File: config.mk
export PLATFORM = sky130hd
export DESIGN_NAME = mini_fir_coeff_ld
export DESIGN_NICKNAME = d
export VERILOG_FILES = /design/src/rtl/mini_fir_coeff_ld.sv
export SDC_FILE = /design/constraint.sdc
export NUM_CORES = 1
export LEC_CHECK = 0
export ABC_AREA = 1
export CORE_MARGIN = 1
export CORE_UTILIZATION = 54
export DETAILED_ROUTE_END_ITERATION = 10
export PLACE_DENSITY = 0.82
export SYNTH_ARGS = -nofsm -noshare
export SYNTH_HDL_FRONTEND = slang
export SYNTH_SLANG_ARGS = --single-unit
File: constraint.sdc
create_clock -name clk -period 5.15 [get_ports clk]
set_clock_uncertainty 0.1 [all_clocks]
set_input_delay 1.03 -clock clk [delete_from_list [all_inputs] [get_ports clk]]
set_output_delay 1.03 -clock clk [all_outputs]
set_load 0.005 [all_outputs]
File: src/rtl/mini_fir_coeff_ld.sv
// ---------------------------------------------------------------------------
// mini_fir_coeff_ld
//
// Coefficient loader that sits directly upstream of the mini FIR datapath.
// Tap words arrive over a valid/ready stream and are written into a shadow
// bank. On a commit strobe, the whole shadow bank is copied to the active
// coefficient outputs in one edge. The datapath therefore never sees a
// partially updated tap set.
//
// Build option:
//   MINI_FIR_COEFF_SYM_EN  symmetric load. NWORDS = (NTAPS+1)/2, and word j
//                          writes tap j and tap NTAPS-1-j in the same beat.
//                          When undefined, there is one word per tap.
//
// Ports:
//   clk         in   clock, rising edge
//   rst         in   asynchronous active-high reset
//   i_ld_start  in   1-cycle pulse: begin (or restart) a load
//   i_ld_valid  in   load word valid
//   i_ld_data   in   load word [CW-1:0], tap 0 first
//   o_ld_ready  out  loader accepts a word this cycle
//   i_commit    in   1-cycle pulse: shadow -> active (honoured only in PEND)
//   o_coeff     out  active taps, tap k at [k*CW +: CW]
//   o_busy      out  high while loading or waiting for a commit
//   o_done      out  1-cycle pulse in the cycle the new taps appear
//   o_err       out  1-cycle pulse after an unfinished load is restarted
//
// Handshake: a word is consumed on a rising edge where i_ld_valid and
// o_ld_ready are both high. The source may hold i_ld_valid with
// o_ld_ready low; that word is not consumed and must be held until ready.
// o_ld_ready depends combinationally on i_ld_start, because a start pulse
// always wins over a beat in the same cycle.
// ---------------------------------------------------------------------------
module mini_fir_coeff_ld #(
    parameter int NTAPS = 7,
    parameter int CW    = 8
) (
    input  logic                clk,
    input  logic                rst,
    input  logic                i_ld_start,
    input  logic                i_ld_valid,
    input  logic [CW-1:0]       i_ld_data,
    output logic                o_ld_ready,
    input  logic                i_commit,
    output logic [NTAPS*CW-1:0] o_coeff,
    output logic                o_busy,
    output logic                o_done,
    output logic                o_err
);

`ifdef MINI_FIR_COEFF_SYM_EN
    localparam int NWORDS = (NTAPS + 1) / 2;
    localparam bit SYM    = 1'b1;
`else
    localparam int NWORDS = NTAPS;
    localparam bit SYM    = 1'b0;
`endif

    localparam int            IW       = (NWORDS > 1) ? $clog2(NWORDS) : 1;
    localparam logic [IW-1:0] LAST_IDX = IW'(NWORDS - 1);

    typedef enum logic [1:0] {
        S_IDLE = 2'd0,
        S_LOAD = 2'd1,
        S_PEND = 2'd2
    } state_t;

    state_t                state_q, state_d;
    logic [IW-1:0]         idx_q, idx_d;
    logic [NTAPS*CW-1:0]   shadow_q;
    logic [NTAPS*CW-1:0]   coeff_q;
    logic                  done_q, done_d;
    logic                  err_q, err_d;
    logic                  beat;
    logic                  commit_ok;

    assign o_ld_ready = (state_q == S_LOAD) & ~i_ld_start;

    // ---------------- next-state / control ----------------
    always_comb begin
        state_d   = state_q;
        idx_d     = idx_q;
        done_d    = 1'b0;
        err_d     = 1'b0;
        beat      = 1'b0;
        commit_ok = 1'b0;
        case (state_q)
            S_IDLE: begin
                // A commit here is ignored: there is no complete shadow load.
                if (i_ld_start) begin
                    state_d = S_LOAD;
                    idx_d   = '0;
                end
            end
            S_LOAD: begin
                if (i_ld_start) begin
                    idx_d = '0;
                    err_d = 1'b1;
                end else if (i_ld_valid) begin
                    beat = 1'b1;
                    // idx parks on the last word instead of wrapping. The
                    // next start reloads it anyway.
                    if (idx_q == LAST_IDX) begin
                        state_d = S_PEND;
                    end else begin
                        idx_d = idx_q + IW'(1);
                    end
                end
            end
            S_PEND: begin
                // A start beats a simultaneous commit: the load restarts.
                if (i_ld_start) begin
                    state_d = S_LOAD;
                    idx_d   = '0;
                    err_d   = 1'b1;
                end else if (i_commit) begin
                    state_d   = S_IDLE;
                    commit_ok = 1'b1;
                    done_d    = 1'b1;
                end
            end
            default: begin
                state_d = S_IDLE;
                idx_d   = '0;
            end
        endcase
    end

    // ---------------- state register ----------------
    always_ff @(posedge clk or posedge rst) begin
        if (rst) begin
            state_q <= S_IDLE;
            idx_q   <= '0;
            done_q  <= 1'b0;
            err_q   <= 1'b0;
        end else begin
            state_q <= state_d;
            idx_q   <= idx_d;
            done_q  <= done_d;
            err_q   <= err_d;
        end
    end

    // ---------------- shadow and active banks ----------------
    always_ff @(posedge clk or posedge rst) begin
        if (rst) begin
            shadow_q <= '0;
            coeff_q  <= '0;
        end else begin
            if (beat) begin
                for (int k = 0; k < NTAPS; k++) begin
                    // In symmetric mode, a word also fills the mirror tap.
                    // The centre tap matches both terms and is written once.
                    if ((k == int'(idx_q)) ||
                        (SYM && (k == NTAPS - 1 - int'(idx_q)))) begin
                        shadow_q[k*CW +: CW] <= i_ld_data;
                    end
                end
            end
            if (commit_ok) begin
                coeff_q <= shadow_q;
            end
        end
    end

    assign o_coeff = coeff_q;
    assign o_busy  = (state_q != S_IDLE);
    assign o_done  = done_q;
    assign o_err   = err_q;

endmodule
======== Yosys cells after proc, flatten, opt, wreduce, memory -nomap -nowiden ========
Index checks and enable logic that the tools add are counted.
cells by class
  add/sub/neg operators ................... 1
  eq/ne operators ......................... 17
  multiplexer cells ....................... 20
  bitwise operators ....................... 2
  reductions and logical operators ........ 14
operators by type and width
  cell                   number
  $reduce_and A2 Y1      7
  $eq A3 B3 Y1 const A   4
  $mux W2                6
  $mux W3                4
  $ne A3 B3 Y1 const B   3
  $mux W1                8
  $eq A2 B3 Y1 const A   2
  $ne A2 B2 Y1 const B   3
  $pmux W2 S3            1
  $pmux W3 S2            1
  $reduce_and A5 Y1      1
  $ne A2 B1 Y1 const B   2
  $reduce_or A2 Y1       2
  $add A3 B1 Y3 const B  1
  $eq A3 B3 Y1 const B   1
  $logic_not A3 Y1       1
  $reduce_and A3 Y1      1
  $eq A2 B1 Y1 const B   1
  $eq A2 B2 Y1 const B   1
  $logic_not A2 Y1       1
  $reduce_bool A2 Y1     1
  $and A1 B1 Y1          1
  $not A1 Y1             1
word-level totals
  register bits ........................... 119
  input bits .............................. 13
  output and inout port bits .............. 60
  logic and storage cells ................. 66

======== Longest topological paths before layout ========
  depth in word-level cells ............... 5
  gate-level depth with buffers ........... 9
  depth with buffers taken out ............ 8

======== Least setup slack after synthesis ========
OpenSTA, ideal clock, no wires.
  kind .................................... in2out
  from .................................... input port i_ld_start
  to ...................................... output port o_ld_ready
  arrival time ............................ 1.305 ns
  data required time ...................... 4.020 ns
  slack ................................... 2.715 ns
  cell stages on the path ................. 2
  path buffers ............................ 1
  path through ............................ buf_6 -> nor2_8
on the way
  cells in the longest elaborated chain, start to end .. 2
ends and longest elaborated chain
  item             RTL line  source
  start, declared  40        input logic i_ld_start,
  $not A1 Y1       77        assign o_ld_ready = (state_q == S_LOAD) & ~i_ld_start;
  $and A1 B1 Y1    77
  end, declared    43        output logic o_ld_ready,
Every way passes these cells.

======== Worst setup path after layout ========
Same ends and word-level chain as after synthesis.

==> flow_metrics.tcl <==
set metrics [dict create \
    status "completed" \
    antenna_left 0 \
    synthArstFlopShare 1.000 \
    num_vias 3639 \
    avgRoutedWirePerCell_um 15.29 \
    hold_class "flip-flop to flip-flop" \
    cts.path.max_buffers 2 \
    viasPerCell 5.228 \
    crit_fanout 8 \
    postCtsHoldBufs 0 \
    drc 0 \
    synthFlopType "dfrtp_1" \
    place_ws_ns 1.606 \
    ys_top_cells_by_area "dfrtp_1 61%, nand2_1 12%, o21ai_0 9.4%" \
    io_pins 73 \
    grt_pass1_wl_mm 17.77 \
    antenna_found_initial 0 \
    fin_crit_ns 3.542 \
    final_cells 696 \
    crit_path_start_kind "primary input" \
    routed_wl_mm 10.65 \
    netlist_top_cells_count "156 x nand2_1, 119 x dfrtp_1, 92 x o21ai_0" \
    seq_area_frac_synth 0.6089 \
    yosys.area.top_type_share 0.6089 \
    gp_congestion 0.8235 \
    vdd_drop_max_mv 0.2537 \
    synth_xor_area_frac 0 \
    dp_hpwl_mm 6.625 \
    die_x_um 97.17 \
    clkLatencyLatePin_ns 0.51 \
    finalSetupTns_ns 0 \
    grt_pass1_vias 3710 \
    dieArea_um2 9442 \
    rows 34 \
    grt_max_degree 78 \
    hold_viol_final 0 \
    cp-end-kind "output pin" \
    h-tree-depth 4 \
    max_slew_margin 0.5727 \
    ys_types 19 \
    utilization 0.7157 \
    cts.sinks 119 \
    max_cap_viol_count 0 \
    cts-root-buf "clkbuf_8" \
    syn_inst 500 \
    dp.cells 664 \
    start_util 0.5581 \
    first_pass_iters 5 \
    period_share 0.6877 \
    ys_ff_latch 119 \
    cts_setup_buffers 0 \
    synth_compound_area_frac 0.1177 \
    syn_area_per_cell_um2 9.782 \
    powerDensity_nw_per_um2 574.8 \
    critPathKind "primary input to output pin" \
    path_clk_slew_ns 0.06 \
    synth_top_family_by_area "simple AND/OR/NAND/NOR gates" \
    maxSlewViolCount 0 \
    overflow 0 \
    required_ns 4.02 \
    synth_largest_area_cell "dfrtp_1" \
    fin_ws_ns 1.608 \
    worst_pin_slew_ns 0.6409 \
    grt_setup_unrepaired "no" \
    yosysMostFrequentCell "nand2_1" \
    synthMuxAreaShare 0 \
    portBuffers 72 \
    synth_simple_gate_area_frac 0.1676 \
    synth_nets 523 \
    final_nets 598 \
    max_freq_ghz 0.2824 \
    ys.warnings.count 0 \
    syn_area_um2 4891 \
    synth-edff-count 0 \
    cts_resized 0 \
    grtUsageTotal 0.2437 \
    cts-buffers-inserted 17 \
    antenna_cells 0 \
    setup_violations 0 \
    syn2layout_area_growth_pct 28.24 \
    drtIter0Drc 175 \
    die_y_um 97.17 \
    crit_arrival_ns 2.41 \
    p_leak_nw 3.160 \
    cts_tree "done" \
    total_power_mw 3.606 \
    fp.coreArea_um2 8763 \
    synthAdderAreaFrac 0.02558 \
    drive_above_1_share 0.09864 \
]
-- metrics by stage --
stage / hold WS [ns] / cell area [µm²]
floorplan: 0.3422 / 4891
global placement: 0.3559 / 5638
detailed placement: 0.3625 / 5638
CTS: 0.3804 / 6272
global route: 0.4121 / 6272
finish: 0.3773 / 6272
-- cells by family after synthesis --
family          Yosys count
simple gates            177
flops                   119
compound gates          106
buf+inv                  88
fa+ha+maj                10
-- power by group --
part | switching [mW] | total (mW) | internal, mW | leakage (nW)
Clock | 0.412 | 1.26 | 0.844 | 0.308
Sequential | 0.162 | 1.40 | 1.24 | 1.43
Combinational | 0.445 | 0.946 | 0.501 | 1.43
-- placed cells by master, fill, tap and decap left out, types with 5 or more instances in the layout --
cell / synthesis / final
ha_1: 10 / 10
clkdlybuf4s50_1: 0 / 72
o21ai_0: 92 / 92
o21ai_2: 12 / 12
nand3_1: 5 / 5
clkbuf_16: 0 / 16
inv_1: 68 / 67
dfrtp_1: 119 / 119
nand2_1: 156 / 156
bufinv_16: 0 / 5
nor2_8: 7 / 7
-- routing by layer --
metal	GRT usage	up-vias	wire (µm)
met5	0	-	0
met4	0.08840	0	131
met3	0.07122	14	855
met2	0.3900	137	5209
met1	0.3179	1780	4449
li1	-	1708	-
-- worst paths after layout --
kind | start | end | slack [ns] | cells after the start
setup / recovery | i_ld_start | o_ld_ready | 1.61 | 3
hold / removal | o_coeff[24] | o_coeff[24] | 0.38 | 2
setup reg to reg | state_q[0] | o_coeff[29] | 2.76 | 7
hold reg to reg | o_coeff[24] | o_coeff[24] | 0.38 | 2
max in group asynchronous | rst | shadow_q[47] | 3.17 | 3
min in group asynchronous | rst | shadow_q[12] | 0.81 | 2
-- state kept, by name (all words and copies together) (netlist names) --
| signal | count |
|---|---|
| idx_q | 3 |
| o_err | 1 |
| o_done | 1 |
| o_coeff | 56 |
| shadow_q | 56 |
| state_q | 2 |
-- critical path: stages --
cell and delay (ns):
clkdlybuf4s50_1 0.60, nor2_8 0.25, clkdlybuf4s50_1 0.53
-- final cells by class --
type / count / area (µm²)
clock buffers: 19 / 431.7
clock inverters: 13 / 202.7
fillers: 602 / 2491
inverters: 69 / 261.5
multi-input cells: 293 / 1520
flip-flops and latches: 119 / 2978
well taps: 108 / 135.1
repair buffers: 75 / 743.2
No activity file was read; power rests on OpenSTA's default activity.
